**src/rtl/output_port_pkg.sv**
```systemverilog
// Shared constants for the OUT port: bus word size and default FIFO depth.
package output_port_pkg;

  localparam int unsigned WORD_SIZE      = 4;
  localparam int unsigned OUT_FIFO_DEPTH = 4;

endpackage

```
**src/rtl/output_port_fifo_ram.sv**
```systemverilog
// DEPTH x WIDTH register array for the OUT FIFO: synchronous write, asynchronous read.
module output_fifo_ram #(
  parameter int unsigned WIDTH  = 4,
  parameter int unsigned DEPTH  = 4,
  parameter int unsigned ADDR_W = $clog2(DEPTH)
) (
  input  logic              clk,
  input  logic              we,
  input  logic [ADDR_W-1:0] waddr,
  input  logic [WIDTH-1:0]  wdata,
  input  logic [ADDR_W-1:0] raddr,
  output logic [WIDTH-1:0]  rdata
);

  // Storage is deliberately not reset; out_data is masked by occupancy upstream.
  logic [WIDTH-1:0] mem [DEPTH];

  always_ff @(posedge clk) begin
    if (we) begin
      mem[waddr] <= wdata;
    end
  end

  assign rdata = mem[raddr];

endmodule

```
**src/rtl/output_port.sv**
```systemverilog
// OUT port: captures bus words into a small FIFO drained by the host over valid/ready,
// stalling control while full and flagging captures dropped while full.
module output_port
  import output_port_pkg::*;
#(
  parameter int unsigned WIDTH  = WORD_SIZE,
  parameter int unsigned DEPTH  = OUT_FIFO_DEPTH,
  parameter int unsigned ADDR_W = $clog2(DEPTH)
) (
  input  logic              clk,
  input  logic              reset,
  input  logic              capture,
  input  logic [WIDTH-1:0]  bus_in,
  output logic              stall,
  output logic [WIDTH-1:0]  out_data,
  output logic              out_valid,
  input  logic              out_ready,
  output logic [ADDR_W:0]   count,
  output logic              overflow,
  input  logic              clear_overflow
);

  localparam int unsigned CntW = ADDR_W + 1;
  localparam logic [CntW-1:0] FullCount = CntW'(DEPTH);

  logic [ADDR_W-1:0] wr_ptr_q, wr_ptr_d;
  logic [ADDR_W-1:0] rd_ptr_q, rd_ptr_d;
  logic [CntW-1:0]   count_q, count_d;
  logic              overflow_q, overflow_d;
  logic              full, push, pop, drop;
  logic [WIDTH-1:0]  ram_rdata;

  assign full      = (count_q == FullCount);
  assign out_valid = (count_q != '0);
  assign pop       = out_valid & out_ready;
  // A pop in the same cycle frees the slot, so a capture while full is still accepted.
  assign push      = capture & (~full | pop);
  assign drop      = capture & full & ~pop;

  always_comb begin
    wr_ptr_d   = wr_ptr_q;
    rd_ptr_d   = rd_ptr_q;
    count_d    = count_q;
    overflow_d = overflow_q;

    if (push) begin
      wr_ptr_d = wr_ptr_q + ADDR_W'(1);
    end
    if (pop) begin
      rd_ptr_d = rd_ptr_q + ADDR_W'(1);
    end

    unique case ({push, pop})
      2'b10:   count_d = count_q + CntW'(1);
      2'b01:   count_d = count_q - CntW'(1);
      default: count_d = count_q;
    endcase

    // Set beats clear when both happen in one cycle.
    if (drop) begin
      overflow_d = 1'b1;
    end else if (clear_overflow) begin
      overflow_d = 1'b0;
    end
  end

  always_ff @(posedge clk or negedge reset) begin
    if (!reset) begin
      wr_ptr_q   <= '0;
      rd_ptr_q   <= '0;
      count_q    <= '0;
      overflow_q <= 1'b0;
    end else begin
      wr_ptr_q   <= wr_ptr_d;
      rd_ptr_q   <= rd_ptr_d;
      count_q    <= count_d;
      overflow_q <= overflow_d;
    end
  end

  output_fifo_ram #(
    .WIDTH  (WIDTH),
    .DEPTH  (DEPTH),
    .ADDR_W (ADDR_W)
  ) u_ram (
    .clk   (clk),
    .we    (push),
    .waddr (wr_ptr_q),
    .wdata (bus_in),
    .raddr (rd_ptr_q),
    .rdata (ram_rdata)
  );

  // Zero when empty so the word can be OR-combined onto a shared bus safely.
  assign out_data = out_valid ? ram_rdata : '0;
  assign stall    = full;
  assign count    = count_q;
  assign overflow = overflow_q;

endmodule

```
**config.mk**
```make
export PLATFORM = sky130hd
export DESIGN_NAME = output_port
export DESIGN_NICKNAME = d
export VERILOG_FILES = /design/src/rtl/output_port_pkg.sv /design/src/rtl/output_port_fifo_ram.sv /design/src/rtl/output_port.sv
export SDC_FILE = /design/constraint.sdc
export NUM_CORES = 1
export LEC_CHECK = 0
export CORE_MARGIN = 2
export CORE_UTILIZATION = 35
export DETAILED_ROUTE_END_ITERATION = 6
export GPL_TIMING_DRIVEN = 0
export PLACE_DENSITY = 0.67
export SYNTH_ARGS = -nofsm -noshare
export SYNTH_HDL_FRONTEND = slang
export SYNTH_SLANG_ARGS = --single-unit
```
**constraint.sdc**
```tcl
create_clock -name clk -period 3.8 [get_ports clk]
set_input_delay 0.76 -clock clk [delete_from_list [all_inputs] [get_ports clk]]
set_output_delay 0.76 -clock clk [all_outputs]
set_load 0.01 [all_outputs]
```
# After elaboration in Yosys (flattened, before gate mapping)
# Memory sizes are Yosys's and may differ from the RTL's.
# Index checks and enable logic that the tools add are counted.
# op_classes
n_addsub,4
n_mux,6
eq_ne,3
n_reduce_logical,3
bitwise,7
# op_table
cell,count
one-hot mux 3 bit (2 select lines),1
"adder 2 x 1 -> 2 bit, second input constant",2
bitwise AND 1 bit,4
two-way mux 1 bit,4
two-way mux 4 bit,1
nonzero test 2 bit,2
"adder 3 x 1 -> 3 bit, second input constant",1
"equality test 3 bit, second input constant",1
nonzero test 3 bit,1
"subtractor 3 x 1 -> 3 bit, second input constant",1
"equality test 2 x 1 -> 1 bit, second input constant",1
"equality test 2 bit, second input constant",1
NOT 1 bit,2
bitwise OR 1 bit,1
# totals
wordCells,28
in_bits,9
mem_bits_rw,16
memories,1
register_bits,8
output_inout_bits,10
# memory_table
name,words,word_bits,read_ports,rd_ports_with_merged_regs,write_ports,line_no,source
u_ram.mem,4,4,1,0,1,output_port_fifo_ram.sv:16,logic [WIDTH-1:0] mem [DEPTH];

# Depth between registers and ports, before layout
# Gate-level depths: netlist of run 1.
# logic_depth
depth_word,6
depth_mapped,8
depth_no_buf,6

# Modules after synthesis
# A second synthesis of run 1 with hierarchy kept.
# hier_totals
hier_cells,62
hier_area_um2,1056.0
# modules_own_cells
module,instances,cells_each,seq_area_each_um2,area_per_inst_um2
output_fifo_ram,1,24,480.5,616.8
output_port,1,38,200.2,439.2

# Worst setup path before layout of run 1
# OpenSTA, ideal clock, no wires.
# synth_timing
path_type,input-to-reg
startpoint,in capture
endpoint,reg count_q[2] (netlist: count[2])
stages,7
setup_slack_ps,1567
path_buffers,1
t_arrival_ps,2108
t_required_ps,3675
setup_ps,125
path_cell_list,buf_2 inv_1 nand3_1 fa_1 or3b_1 a31oi_1 o21ai_1
# synth_via
elab_chain_cells,3
elab_cells_between_ends,5
cone_classes,eq/ne: 2; mux: 1; bitwise: 1; reduce/logical: 1
# synth_rtl
element,line_no,source
start: declaration,output_port.sv:12,"input logic capture,"
bitwise AND 1 bit *,output_port.sv:37,assign push = capture & (~full | pop);
equality test 2 x 1 -> 1 bit or equality test 2 bit (tied branches),output_port.sv:53,"unique case ({push, pop})"
one-hot mux 3 bit (2 select lines) or nonzero test 2 bit (tied branches),n/a,
end signal: assignment,output_port.sv:76,count_q <= count_d;
end: declaration,output_port.sv:28,"logic [CntW-1:0] count_q, count_d;"
# Every way passes the cells marked *; elsewhere a longest branch is shown, timed or not.
# A chain may end at the register's enable or synchronous reset.

# Worst setup path in the final report of run 1
# layout_timing
startpoint,reg rd_ptr_q[0]
endpoint,out out_data[2]
# layout_via
elab_chain_cells,2
# layout_rtl
element,line_no,source
start: declaration,output_port.sv:27,"logic [ADDR_W-1:0] rd_ptr_q, rd_ptr_d;"
start signal: assignment,output_port.sv:75,rd_ptr_q <= rd_ptr_d;
memory (4 x 4 bit),n/a,
two-way mux 4 bit,output_port.sv:95,assign out_data = out_valid ? ram_rdata : '0;
end: declaration,output_port.sv:15,"output logic [WIDTH-1:0] out_data,"
# Every way passes these cells.

==> flow_summary.json, run 1 <==
{
  "fin_ws_ns": 1.01,
  "fin_worst_skew_ns": 0.00100,
  "cts_tree": "yes",
  "final-setup-viol-count": 0,
  "synthMuxAreaShare_pct": 9.73,
  "final_util_pct": 44.3,
  "drive_gt1_share_pct": 17.8,
  "max_stage_delay_ns": 0.52,
  "whs_path_depth": 1,
  "antenna_found_initial": 0,
  "drv_cap": 0,
  "hp-start": "overflow",
  "seq_area_frac_synth_pct": 57.5,
  "use_met1_pct": 13.6,
  "grtUsageTotal_pct": 11.7,
  "numCtsBuffers": 3,
  "path_max_fanout": 6,
  "routed_via_density": 4.69,
  "cts.sinks": 24,
  "layout_common_cells": "clkdlybuf4s50_1, edfxtp_1, and2_1, dfrtp_1, inv_1",
  "fin_nets": 116,
  "netlist_area_mm2": 0.00118,
  "hold_end": "overflow",
  "ioPinCount": 19,
  "io_buffers": 16,
  "synth-seq-cells": 24,
  "maxSlewViolCount": 0,
  "cts_resized": 0,
  "min_path_type": "flip-flop to flip-flop",
  "diodes": 0,
  "dieWidth_um": 62.2,
  "yosysUniqueCellTypes": 33,
  "tns_ns": 0,
  "met3_usage_pct": 1.27,
  "ctsHoldBuffers": 0,
  "routabilityCongestion": 0.676,
  "cp_top_family": "buffers and inverters",
  "reg2reg_to": "count[1]",
  "fin_crit_sh_pct": 73.3,
  "busiest_layer": "met2",
  "cp-end-kind": "output port",
  "fmax_mhz": 359,
  "route.detailed.drc": 0,
  "hold_violations": 0,
  "post_cts_buffers": 0,
  "crit_path_start_kind": "flip-flop",
  "wl_mm": 1.94,
  "die_area_mm2": 0.00386,
  "syn_area_per_cell_um2": 14.6,
  "h-tree-depth": 1,
  "area_growth_pct": 22.8,
  "grt_pass1_wl_mm": 3.57,
  "required_ns": 3.04,
  "rr_startpoint": "count[2]",
  "rows": 21,
  "drt-initial-drc-count": 21,
  "post-place-ws_ns": 1.35,
  "ant_nets": 0,
  "gr-usage-met2_pct": 20.8,
  "p_per_area_mw_per_mm2": 759,
  "yosys_warnings": 0,
  "rsz0062_at_grt": "no",
  "grt_overflow": 0,
  "cts_buffer_depth": 2,
  "synth-compound-area-share_pct": 6.77,
  "hpwl_mm": 1.51,
  "worstPathArrival_ns": 2.03,
  "crit_chain": "buf_2 -> mux4_2 -> and2_1 -> clkdlybuf4s50_1",
  "worst-path-buf-inv": 2,
  "syn_inst": 81,
  "clkTransAtPathRegs_ns": 0.13,
  "vdd_drop_max_uv": 213,
  "rrSetupSlack_ns": 1.64,
  "syn_nets": 95,
  "reg2regPathDepth": 7,
  "root_buffer": "clkbuf_4",
  "num_vias": 689,
  "worst_pin_slew_ns": 0.365,
  "crit_type": "flip-flop to output port",
  "timing.slew.headroom_pct": 75.6,
  "n_fill_cell": 308,
  "synth-simple-area-share_pct": 10.5,
  "wl_per_cell_um": 13.2,
  "synth_top_family_by_area": "simple AND/OR/NAND/NOR gates",
  "slowest_stage": "mux4_2",
  "first_pass_iters": 4,
  "leakage_nw": 0.556,
  "grt_pass1_vias": 794,
  "finalCriticalPeriod_ns": 2.79,
  "grt_max_degree": 15,
  "synthAdderAreaFrac_pct": 5.92,
  "clkLatencyLatePin_ns": 0.31,
  "status": "complete, no violations",
  "core_mm2": 0.00328,
  "die_h_um": 62.2,
  "start_util_pct": 36.0,
  "yosys.area_share.xor_xnor_pct": 3.70
}
## synth_stat cells
cell type / n / share of area [%]
and2_2: 1 / 0.63
a31oi_2: 1 / 1.1
dfrtp_1: 8 / 17
nor2_1: 1 / 0.32
or3b_1: 1 / 0.74
buf_6: 3 / 2.9
and3_1: 1 / 0.53
a32o_1: 1 / 0.85
xnor2_1: 4 / 3.0
fa_1: 1 / 1.7
inv_1: 7 / 2.2
mux2i_1: 1 / 0.85
o21a_1: 2 / 1.3
nand3_1: 1 / 0.42
and2_1: 8 / 4.2
buf_2: 2 / 0.85
xor2_1: 1 / 0.74
a211o_1: 1 / 0.74
a222oi_1: 1 / 0.85
mux2_4: 1 / 1.3
a21oi_1: 1 / 0.42
o21ai_1: 1 / 0.42
nor4b_1: 1 / 0.74
ha_1: 4 / 4.2
or3_1: 1 / 0.53
a31oi_1: 1 / 0.53
edfxtp_1: 16 / 41
nand3b_1: 1 / 0.63
a22oi_1: 1 / 0.63
nand2_2: 1 / 0.53
nand3_2: 1 / 0.85
nand2_1: 1 / 0.32
mux4_2: 4 / 7.6
## flip-flops by register name, summed over array words and instances, names as in the netlist
name / count
u_ram.mem: 16
wr_ptr_q: 2
overflow: 1
rd_ptr_q: 2
count: 3
## how the worst max path moves through the flow
| stage | end | start | cells after the start |
|---|---|---|---|
| 2_1_floorplan | count[2] | capture | 7 |
| 3_3_place_gp | out_data[2] | rd_ptr_q[0] | 4 |
| 3_5_place_dp | out_data[1] | rd_ptr_q[0] | 4 |
| 4_1_cts | out_data[1] | rd_ptr_q[0] | 4 |
| 5_1_grt | out_data[2] | rd_ptr_q[0] | 4 |
| 6_report | out_data[2] | rd_ptr_q[0] | 4 |
## cells by family (layout without fill, tap and decap cells)
family,after synthesis,in the layout
xor gates and xnor gates,5,5
AOI/OAI and AO/OA,10,10
DFF,24,24
adders and majority gates,5,5
and+or+nand+nor,19,19
muxes,6,6
buffers and inverters,12,32
## routing by layer
layer,part of all wire [%],vias to the layer above
met5,0,-
li1,-,333
met2,53,9
met4,2.3,0
met3,2.0,4
met1,43,343
## report_power, final
group / total (mW) / switching (mW) / internal, mW
registers: 0.414 / 0.0568 / 0.357
logic: 0.508 / 0.217 / 0.291
clock network: 0.182 / 0.0751 / 0.107
total: 1.10 / 0.349 / 0.755
## final cells by class
type                       count  area [um^2]  share of cell area, %
clock buffer                   3         22.5                   1.55
clock inverter                 1         30.0                   2.07
inverter                       7         26.3                   1.81
buffer                         5         43.8                   3.01
tap                           46         57.6                   3.96
sequential                    24          681                   46.8
multi-input combinational     45          433                   29.8
timing repair buffer          16          160                   11.0
## worst register-to-register path, cell delays in order, from the launching register on
cell and delay, ns:
dfrtp_1 0.42, buf_6 0.14, or3_1 0.36, buf_6 0.15, nand3_1 0.09, fa_1 0.44
a211o_1 0.24, a222oi_1 0.22
## through the flow
step,std cells,hold slack (ns),instance area [um^2],total power [mW]
5_1_grt,147,0.539,1450,1.18
3_3_place_gp,143,0.478,1400,0.915
3_5_place_dp,143,0.494,1400,0.937
4_1_cts,147,0.523,1450,1.12
2_1_floorplan,81,0.464,1180,0.736
6_report,147,0.518,1450,1.10
No activity file was read; power rests on OpenSTA's default activity.
==> run 2: changes to the inputs <==
- clock period: 3.8 -> 2.8 ns (I/O delays scaled with it)
==> results of run 2 <==
Same layout as run 1 (identical final DEF). Status: complete, no violations.
Among the figures that moved: setup slack after placement 1.35 ns -> 0.553 ns; setup slack after layout 1.01 ns -> 0.213 ns; hold slack 0.518 ns -> 0.507 ns; register-to-register setup slack 1.64 ns -> 0.64 ns; total power 1.10 mW -> 1.50 mW; worst IR drop on VDD 213 uV -> 289 uV
==> run 3: changes to the inputs <==
- SKIP_CTS_REPAIR_TIMING: default -> 1
==> results of run 3 <==
Same layout as run 1 (identical final DEF). Status: complete, no violations.
Among the figures that moved: setup slack after placement 1.35 ns -> 0.553 ns; setup slack after layout 1.01 ns -> 0.213 ns; hold slack 0.518 ns -> 0.507 ns; register-to-register setup slack 1.64 ns -> 0.64 ns; total power 1.10 mW -> 1.50 mW; worst IR drop on VDD 213 uV -> 289 uV
